===== src/rtl/fetch_unit.sv =====
// Instruction fetch stage: owns the PC, fetches 16-bit words over req/ack,
// hands each one to the control unit with a single run pulse, then advances or branches.
module fetch_unit #(
  parameter int unsigned          ADDR_W   = 8,
  parameter logic [ADDR_W-1:0]    RESET_PC = '0
) (
  input  logic              clk,
  input  logic              reset,
  input  logic              enable,
  output logic              mem_req,
  output logic [ADDR_W-1:0] mem_addr,
  input  logic              mem_ack,
  input  logic [15:0]       mem_rdata,
  output logic [15:0]       instruction,
  output logic              run,
  input  logic              done,
  input  logic [2:0]        cmp_flags,
  output logic [ADDR_W-1:0] pc,
  output logic              busy,
  output logic [15:0]       retired_count
);

  typedef enum logic [1:0] {
    IDLE      = 2'd0,
    REQ       = 2'd1,
    ISSUE     = 2'd2,
    WAIT_DONE = 2'd3
  } state_t;

  state_t            r_state;
  state_t            w_next;
  logic [ADDR_W-1:0] r_pc;
  logic [15:0]       r_instr;
  logic [15:0]       r_retired;

  logic              w_is_branch;
  logic              w_taken;
  logic [ADDR_W-1:0] w_target;
  logic [ADDR_W-1:0] w_pc_next;
  logic              w_retire;

  always_ff @(posedge clk or negedge reset) begin
    if (!reset) r_state <= IDLE;
    else        r_state <= w_next;
  end

  always_comb begin
    w_next = r_state;
    case (r_state)
      IDLE:      if (enable)  w_next = REQ;
      REQ:       if (mem_ack) w_next = ISSUE;
      ISSUE:     w_next = WAIT_DONE;
      WAIT_DONE: if (done)    w_next = enable ? REQ : IDLE;
      default:   w_next = IDLE;
    endcase
  end

  // cmp_flags is {lt, gt, eq}
  always_comb begin
    w_taken = 1'b0;
    case (r_instr[3:2])
      2'b00:   w_taken = cmp_flags[0];
      2'b01:   w_taken = cmp_flags[1];
      2'b10:   w_taken = cmp_flags[2];
      default: w_taken = 1'b1;
    endcase
  end

  assign w_is_branch = (r_instr[1:0] == 2'b10);
  assign w_target    = ADDR_W'(r_instr[11:4]);
  assign w_pc_next   = (w_is_branch && w_taken) ? w_target : r_pc + ADDR_W'(1);
  assign w_retire    = (r_state == WAIT_DONE) && done;

  always_ff @(posedge clk or negedge reset) begin
    if (!reset) begin
      r_pc      <= RESET_PC;
      r_instr   <= '0;
      r_retired <= '0;
    end else begin
      if (r_state == REQ && mem_ack) r_instr <= mem_rdata;
      if (w_retire) begin
        r_pc      <= w_pc_next;
        r_retired <= r_retired + 16'd1;
      end
    end
  end

  assign mem_req       = (r_state == REQ);
  assign mem_addr      = (r_state == REQ) ? r_pc : '0;
  assign run           = (r_state == ISSUE);
  assign busy          = (r_state != IDLE);
  assign instruction   = r_instr;
  assign pc            = r_pc;
  assign retired_count = r_retired;

endmodule


===== config.mk =====
export PLATFORM = sky130hd
export DESIGN_NAME = fetch_unit
export DESIGN_NICKNAME = d
export VERILOG_FILES = /design/src/rtl/fetch_unit.sv
export SDC_FILE = /design/constraint.sdc
export NUM_CORES = 1
export LEC_CHECK = 0
export CAP_MARGIN = 10
export CELL_PAD_IN_SITES_DETAIL_PLACEMENT = 0
export CELL_PAD_IN_SITES_GLOBAL_PLACEMENT = 1
export CORE_MARGIN = 4
export CORE_UTILIZATION = 35
export CTS_BUF_LIST = sky130_fd_sc_hd__clkbuf_4 sky130_fd_sc_hd__clkbuf_8
export DETAILED_ROUTE_END_ITERATION = 8
export GPL_TIMING_DRIVEN = 0
export PLACE_DENSITY = 0.8
export REMOVE_ABC_BUFFERS = 1
export SYNTH_ARGS = -nofsm -noshare
export SYNTH_HDL_FRONTEND = slang
export SYNTH_SLANG_ARGS = --single-unit

===== constraint.sdc =====
create_clock -name clk -period 2.1 [get_ports clk]
set_input_delay 0.21 -clock clk [delete_from_list [all_inputs] [get_ports clk]]
set_output_delay 0.21 -clock clk [all_outputs]
set_load 0.01 [all_outputs]

# --- Word level (Yosys, flattened, before mapping) ---
# Cells that the tools add are included.
word_totals:
  ff_bits: 42
  inputBits: 24
  out_inout_bits: 51
  word_cells: 30
classes:
  muxes: 8
  eq_ne: 9
  n_addsub: 2
  reduce_logical: 7
op_table:
  columns: ["cell", "n"]
  rows:
  - ["adder 16 x 1 -> 16 bit, second input constant", 1]
  - ["two-way mux 8 bit", 2]
  - ["adder 8 x 1 -> 8 bit, second input constant", 1]
  - ["equality test 2 bit, second input constant", 4]
  - ["one-hot mux 2 bit (4 select lines)", 1]
  - ["two-way mux 2 bit", 3]
  - ["equality test 2 x 1 -> 1 bit, second input constant", 2]
  - ["logical NOT 2 bit", 2]
  - ["!= test 2 bit, second input constant", 2]
  - ["logical AND 1 bit", 3]
  - ["one-hot mux 1 bit (3 select lines)", 1]
  - ["AND reduction 3 bit", 1]
  - ["!= test 2 x 1 -> 1 bit, second input constant", 1]
  - ["nonzero test 2 bit", 1]
  - ["two-way mux 1 bit", 1]

# --- Logic depth before layout (Yosys ltp) ---
depth:
  depth_word: 4
  mapped_depth: 7
  depth_no_buf: 6

# --- Worst setup path after synthesis ---
# No wires, ideal clock.
synth_timing:
  path_type: "register to register"
  startpoint: "register r_state[1]"
  endpoint: "register r_instr[10], in the netlist instruction[10]"
  path_slack_ns: 0.356
  path_buffers: 2
  t_arrival_ns: 1.620
  setup_time_ns: 0.125
  path_stages_with_launch: 7
  synth_period_minus_slack_ns: 1.744
  required_ns: 1.975
  path_cell_list: "dfrtp_1 > inv_1 > ha_1 > clkbuf_1 > nand2_1 > buf_2 > mux2_2"
synth_between:
  elab_chain_len: 2
synth_lines:
  columns: ["item", "line_no", "rtl"]
  rows:
  - ["from (decl)", "30", "state_t r_state;"]
  - ["from (signal assigned)", "44", "else r_state <= w_next;"]
  - ["equality test 2 x 1 -> 1 bit", null, null]
  - ["net mem_req", "10", "output logic mem_req,"]
  - ["logical AND 1 bit", "80", "if (r_state == REQ && mem_ack) r_instr <= mem_rdata;"]
  - ["to (signal assigned)", "80", null]
  - ["to (decl)", "33", "logic [15:0] r_instr;"]
# The timed path passes the listed nets, and every way through them passes these cells.
# A chain may end at the register's enable or synchronous reset.

# --- Worst setup path after layout ---
layout_timing:
  startpoint: "register r_state[1]"
  endpoint: "output port mem_addr[0]"
layout_between:
  elab_chain_len: 2
layout_lines:
  columns: ["item", "line_no", "rtl"]
  rows:
  - ["equality test 2 x 1 -> 1 bit", "89", "assign mem_addr = (r_state == REQ) ? r_pc : '0;"]
  - ["two-way mux 8 bit", "89", null]
  - ["to (decl)", "11", "output logic [ADDR_W-1:0] mem_addr,"]
# Every way passes these cells.

==> results.toml <==
[synth]
syn_avg_cell_area_um2 = 11.73
synth_area_leader_cell = "dfrtp_1"
ys_types = 33
async_reset_ff_share_pct = 100.0
syn_inst = 177
synthFlopType = "dfrtp_1"
synth_area_leaders = "dfrtp_1 (51%), mux2_2 (9.2%), xnor2_1 (4.6%)"
yosysSeqAreaShare_pct = 50.63
ys_ff_latch = 42
synth_edf_count = 0
syn_area_um2 = 2076
yosysWarnings = 0
synth_top_cell_area_share_pct = 50.63

[critical_path]
reg2reg_from = "r_state[1]$_DFFE_PN0P_"
r2r_setup_slack_ns = 0.15
path_cells = "inv_2 > ha_4 > and2_1 > clkdlybuf4s50_1"
crit_family = "buffers and inverters"
end_kind = "output pin"
cp_max_fo = 10
cp_num_buf_inv = 2
reg2reg_to = "instruction[0]$_DFFE_PN0P_"
arrival_ns = 1.75
required_ns = 1.89
worst_r2r_path_depth = 5
crit_type = "register to output pin"
cp_slowest_cell = "clkdlybuf4s50_1"
start_kind = "register"
slowest_delay_ns = 0.53

[cells_and_area]
synthToLayoutAreaGrowth_pct = 47.14
layout-drive-gt1-share_pct = 13.67
final_common_cell = "clkdlybuf4s50_1"
final_nets = 286
layout_common_cells = "clkdlybuf4s50_1 (73), dfrtp_1 (42), nand2_1 (18)"
final_core_util_pct = 54.14
antenna_cells = 0
stdcell_area_um2 = 3054

[detailed_routing]
first_pass_iters = 4
wl_mm = 4.850
wire_per_inst_um = 14.79
drtAntennaViolNets = 0
drc = 0
vias = 1569
vias_per_cell = 4.784
drt-initial-drc-count = 81

[global_route]
grt-ovfl-total = 0
antenna_found_initial = 0
grt_usage_pct = 13.81
grt_max_degree = 36
grt_pass1_vias = 1639
grt_first_pass_wirelength_mm = 8.010

[place]
place_ws_ns = -0.04568
dpl_cell_area_um2 = 2887
port_buffers = 74
gp_congestion = 0.7635
dp_hpwl_mm = 3.594

[sta]
fin_crit_sh_pct = 93.30
finalCriticalPeriod_ns = 1.959
slew_violations = 0
max_slew_margin_pct = 51.15
max_freq_mhz = 510.4
setup_violations = 0
rsz0062_at_grt = "false"
setup_ws_ns = 0.1407
final_hold_viol_count = 0
fin_worst_skew_ns = 0.007778
finalSetupTns_ns = 0
worst_pin_slew_ns = 0.7309

[clock_tree]
insertion_delay_ns = 0.29
cts.htree.levels = 2
numCtsBuffers = 5
cts_buffer_depth = 2
cts_root_buffer = "clkbuf_8"
clock_sinks = 42
cts_tree = "done"
clk_pin_slew_worst_paths_ns = 0.09

[worst_hold_path]
holdCritPathClass = "input port to async pin"

[power]
p_leak_nw = 1.306
p_per_area_nw_per_um2 = 1365
power.total_w = 0.004169
irDropWorstVdd_uv = 688.1

[floorplan]
start_util_pct = 36.79
die_y_um = 85.01
fp.dieW_um = 85.01
fp.coreArea_um2 = 5642
rows = 27
ios = 75
die_area_um2 = 7227

[flow_run]
cap_violations = 0

[status]
status = "complete, no violations"
metrics by stage:
stage | std cells | hold slack (ns)
final | 328 | 0.3051
after global routing | 328 | 0.3150
after CTS | 327 | 0.2984
after detailed placement | 318 | 0.07648
after global placement | 317 | 0.4552
after floorplan | 171 | -0.08559
sequential cells by signal (all words and copies together), names as in the netlist:
register	count
instruction	16
retired_count	16
pc	8
r_state	2
how the worst max path moves through the flow:
stage                                     startpoint  slack, ns  cells past startpoint                             to
final                         r_state[1]$_DFFE_PN0P_       0.14                      4                    mem_addr[0]
after global routing          r_state[1]$_DFFE_PN0P_       0.05                      5    instruction[15]$_DFFE_PN0P_
after CTS                     r_state[1]$_DFFE_PN0P_       0.05                      4                    mem_addr[0]
after detailed placement      r_state[1]$_DFFE_PN0P_      -0.05                      4     instruction[0]$_DFFE_PN0P_
after global placement                         reset      -0.39                      1  retired_count[12]$_DFFE_PN0P_
after floorplan           instruction[2]$_DFFE_PN0P_       0.45                      4              pc[7]$_DFFE_PN0P_
synthesized netlist by cell type, types with 2 or more instances:
library cell  instances
and3_1                2
a21oi_1               7
a2bb2oi_1             3
mux2_2               17
clkbuf_1              4
nor2_1                5
dfrtp_1              42
xnor2_1              11
ha_1                  7
nand2_1              18
inv_1                 7
and2_1               10
nand3_1               9
mux2i_1               6
and4_1                5
xor2_1                4
nand4_1               4
power by group:
group	total (W)	internal, W	switching (W)
sequential	0.00144	0.00110	0.000335
combinational	0.00196	0.00117	0.000795
clock	0.000769	0.000476	0.000292
total	0.00417	0.00275	0.00142
cell type report:
cell class                      count  area, um^2
Clock buffer                        5       68.82
Clock inverter                      3       68.82
Fill cell                         500        2587
Inverter                            7       26.28
Multi-Input combinational cell    122       975.9
Sequential cell                    42        1051
Tap cell                           72       90.09
Timing Repair Buffer               77       773.2
per-layer routing:
layer	up-vias	GRT usage (%)	routed length, um
met5	-	0	0
met4	0	5.180	66
met3	5	3.010	209
met2	35	23.59	2454
met1	750	17.01	2120
li1	779	-	-
cells by family (layout without fill, tap and decap cells):
family / count (synthesis) / after routing / share of synthesized area, %
buffers and inverters: 13 / 92 / 2.953
AND/OR/NAND/NOR: 57 / 57 / 15.37
AO/OA/AOI/OAI: 19 / 19 / 7.656
XOR/XNOR: 15 / 15 / 6.329
adder cells (fa/ha/maj): 7 / 7 / 4.219
multiplexers: 24 / 24 / 12.84
flip-flops: 42 / 42 / 50.63
worst register-to-register path: cells and delay by family (launching register included):
family / cells / cell delay [ns]
adders and majority gates: 1 / 0.20
muxes: 1 / 0.42
buffers and inverters: 2 / 0.24
DFF: 1 / 0.44
and+or+nand+nor: 1 / 0.54
timing repair:
item / 4_1_cts / 5_1_grt
resized for setup: 2 / 1
pin swaps: 0 / 0
hold buffers: 1 / 0
endpoints found under the setup margin: 25 / 4
buffers inserted: 0 / 1
endpoints found under the hold margin: 7 / 0
(Power assumes the default switching activity.)
